[src/rtl/dataflow_fork_reg.sv]
// Registered eager fork: one valid/ready input token is broadcast to NUM_OUTPUTS branches.
// Latency 1 cycle; each branch drains on its own and input stalls only on occupied, non-ready branches.
module dataflow_fork_reg #(
  parameter int WIDTH       = 32,
  parameter int NUM_OUTPUTS = 2
) (
  input  logic                         clk,
  input  logic                         rst_n,
  input  logic                         in_valid,
  output logic                         in_ready,
  input  logic [WIDTH-1:0]             in_data,
  output logic [NUM_OUTPUTS-1:0]       out_valid,
  input  logic [NUM_OUTPUTS-1:0]       out_ready,
  output logic [NUM_OUTPUTS*WIDTH-1:0] out_data
);

  if (NUM_OUTPUTS < 1) begin : g_bad_num_outputs
    $error("dataflow_fork_reg: NUM_OUTPUTS must be >= 1");
  end
  if (WIDTH < 1) begin : g_bad_width
    $error("dataflow_fork_reg: WIDTH must be >= 1");
  end

  logic [WIDTH-1:0]       data_q;
  logic [NUM_OUTPUTS-1:0] occ_q;
  logic                   live_q;
  logic                   accept;

  // A branch can take a new token if it is empty or drains this cycle.
  assign in_ready = live_q & (&(~occ_q | out_ready));
  assign accept   = in_valid & in_ready;

  always_ff @(posedge clk or negedge rst_n) begin
    if (!rst_n) begin
      data_q <= '0;
      occ_q  <= '0;
      live_q <= 1'b0;
    end else begin
      live_q <= 1'b1;
      if (accept) begin
        data_q <= in_data;
        occ_q  <= '1;
      end else begin
        occ_q  <= occ_q & ~out_ready;
      end
    end
  end

  assign out_valid = occ_q;

  for (genvar i = 0; i < NUM_OUTPUTS; i++) begin : g_out
    assign out_data[i*WIDTH +: WIDTH] = data_q;
  end

endmodule
[config.mk]
export PLATFORM = sky130hd
export DESIGN_NAME = dataflow_fork_reg
export DESIGN_NICKNAME = d
export VERILOG_FILES = /design/src/rtl/dataflow_fork_reg.sv
export SDC_FILE = /design/constraint.sdc
export NUM_CORES = 1
export LEC_CHECK = 0
export ABC_AREA = 1
export CAP_MARGIN = 20
export CORE_ASPECT_RATIO = 0.8
export CORE_MARGIN = 2
export CORE_UTILIZATION = 34
export DETAILED_ROUTE_END_ITERATION = 10
export HOLD_SLACK_MARGIN = 0.1
export PLACE_DENSITY = 0.86
export SLEW_MARGIN = 25
export SYNTH_ARGS = -nofsm -noshare
export SYNTH_HDL_FRONTEND = slang
export SYNTH_SLANG_ARGS = --single-unit
[constraint.sdc]
create_clock -name clk -period 1 [get_ports clk]
set_clock_uncertainty 0.1 [all_clocks]
set_input_delay 0.2 -clock clk [delete_from_list [all_inputs] [get_ports clk]]
set_output_delay 0.2 -clock clk [all_outputs]
set_load 0.05 [all_outputs]
==> summary.md <==
| Metric | Value |
|---|---|
| Core ar. | 0.00504 mm^2 |
| Root Driver | clkbuf_8 |
| FP Rows | 23 |
| Flops & latches, synth | 35 |
| Clock slew at reported path FFs | 0.06 ns |
| Violated checks | negative setup slack |
| Post-synthesis instance total | 188 |
| Sink Count | 35 |
| Global-route wire length before repair | 7.39 mm |
| TritonCTS buffer count | 5 |
| Hold Vio Cnt, Final | 0 |
| Count of cell types in the netlist | 15 |
| Seq/Total Area, Yosys | 49.2% |
| Setup WS post-layout | -0.412 ns |
| R2R setup slack | -0.29 ns |
| I/O Buffers | 103 |
| Worst hold start | out_ready[0] |
| Hold/Removal Path Class | in2reg |
| Max-Cap Viols | 0 |
| Met3 Use GR | 4.88% |
| Antenna Cells | 0 |
| Met1 Use GR | 19.6% |
| P&R area growth vs syn | 96.5% |
| RSZ-0062 raised after global routing | true |
| Vias per std cell | 4.63 |
| DP Wirelength | 3.63 mm |
| Io pins | 104 |
| DRT Pass-1 Iters | 4 |
| Design Area, Final | 0.00350 mm^2 |
| Final max-slew violation count | 0 |
| Die X-Extent | 84.9 um |
| Placed Instances | 318 |
| Post-synth net total | 225 |
| CP startpoint kind | flip-flop |
| Worst Setup End Kind | output port |
| Die H | 68.7 um |
| R2r startpoint | out_valid[0]$_DFF_PN0_ |
| Largest net degree at the start of global routing | 36 |
| Fmax | 708 MHz |
| Layout cells sized above 1 | 49.4% |
| Final Cycle Share | 141% |
| Most used routing layer | met2 |
| Maximum root-to-sink buffer count | 2 |
| Total die area | 0.00584 mm^2 |
| Post-Route WL | 4.63 mm |
| Final setup violation count | 101 |
| Final net count | 305 |
| Yosys warning total | 0 |
| CTS tree | yes |
| Total grt overflow | 0 |
| GPL Wtd Cong | 0.714 |
| Syn Area/Cell | 9.48 um^2 |
| Post-Syn Area | 0.00178 mm^2 |
| Non-Filler Instances | 331 |
| Min Tclk post-route | 1.41 ns |
| WL per Instance | 14.0 um |
| Initial Utilization | 35.4% |
| Peak VDD IR | 0.00138 V |
| Total number of vias | 1534 |
| WP data required | 0.70 ns |
| Antenna-violating nets left | 0 |
| Dpl cell area | 0.00337 mm^2 |
| Number of global-route vias before repair | 1565 |
| Status | finished, violations left |
| Setup CP Type | reg2out |
| Worst skew pair latency | 0.27 ns |
| CP Launch Point | out_valid[0]$_DFF_PN0_ |
| Gr usage total | 16.4% |
| Met2 usage | 29.5% |
| DR iter-0 viols | 73 |
| H-tree levels | 2 |
| DRC violations left | 0 |
| Leakage | 1.60 nW |
| Power Density | 2290 mW/mm^2 |
| Antenna violations before repair | 0 |
| Max FO, Critical Path | 3 |
| WP data arrival | 1.11 ns |
==> stage by stage <==
stage | worst slack [ns] | hold WS [ns] | setup TNS [ns] | power [mW] | utilization (%)
2_1_floorplan | -0.415 | -0.196 | -9.22 | 5.11 | -
3_3_place_gp | -0.485 | 0.0695 | -16.47 | 7.01 | 67.0
3_5_place_dp | -0.536 | 0.0830 | -17.80 | 7.10 | 67.0
4_1_cts | -0.423 | 0.332 | -23.10 | 8.11 | 69.4
5_1_grt | -0.459 | 0.274 | -25.83 | 8.33 | 69.5
6_report | -0.412 | 0.265 | -22.31 | 8.03 | 69.5
==> kinds of logic (layout without fill, tap and decap cells) <==
group,after synthesis,after routing,share of synthesized area [%]
compound gates,1,1,0.913
other cells,1,1,0.210
simple gates,103,103,28.2
buf+inv,48,129,21.5
flops,35,35,49.2
==> cell usage in the layout, fill, tap and decap left out <==
cell / instances
buf_4: 10
buf_2: 1
buf_12: 71
a21oi_4: 1
clkbuf_8: 5
nor2_4: 1
clkbuf_1: 2
nand4_1: 32
clkdlybuf4s50_1: 34
nand2_4: 2
dlymetal6s2s_1: 1
dfrtp_1: 1
clkinv_2: 1
conb_1: 1
dfrtp_2: 34
dlygate4sd3_1: 1
nand2_1: 64
nand2_8: 1
inv_2: 3
nand4_4: 1
nand2_2: 2
==> registers in the layout, summed over array words and instances (netlist names) <==
| register | cells |
|---|---|
| data_q | 32 |
| live_q | 1 |
| out_valid | 2 |
==> metal layers <==
metal	vias to the layer above	routed length, um
li1	744	-
met1	720	1850
met2	65	2420
met3	5	315
met4	0	36
met5	-	0
==> critical path, cell delays in order, from the launching register on <==
cell	delay, ns
dfrtp_2	0.45
nand2_4	0.10
nand2_4	0.05
nor2_4	0.10
buf_12	0.14
==> layout make-up <==
class	count	area [um^2]
multi-input combinational	105	548
sequential	35	918
timing repair buffer	118	1860
tap	62	77.6
clock inverter	1	5.00
fill	369	1540
clock buffer	7	76.3
inverter	3	11.3
==> synthesized netlist by cell type <==
cell type | number | area (um^2)
a21oi_4 | 1 | 16.3
conb_1 | 1 | 3.75
nand2_8 | 1 | 20.0
buf_2 | 3 | 15.0
clkbuf_8 | 3 | 41.3
nand4_1 | 32 | 200
inv_2 | 1 | 3.75
nand4_4 | 1 | 21.3
buf_4 | 33 | 248
nor2_1 | 1 | 3.75
inv_1 | 2 | 7.51
nand2_2 | 1 | 6.26
buf_6 | 6 | 67.6
nand2_1 | 67 | 251
dfrtp_1 | 35 | 876
==> worst paths after layout <==
check	to	depth (start not counted)
setup / recovery	in_ready	4
hold / removal	out_valid[0]$_DFF_PN0_	5
setup reg to reg	data_q[29]$_DFFE_PN0P_	6
hold reg to reg	data_q[8]$_DFFE_PN0P_	2
max in group asynchronous	data_q[26]$_DFFE_PN0P_	3
min in group asynchronous	data_q[22]$_DFFE_PN0P_	3
==> where the power goes <==
group	switching, mW	internal [mW]
logic	2.47	2.34
registers	0.530	1.74
clock network	0.465	0.488
==> timing repair <==
item | 4_1_cts | 5_1_grt
hold endpoints to repair | 35 | 0
buffers inserted | 4 | 0
setup endpoints to repair | 101 | 101
gates resized for setup | 2 | 3
hold buffers | 1 | 0
pin swaps | 4 | 0
Power figures use the tool's default switching activity.
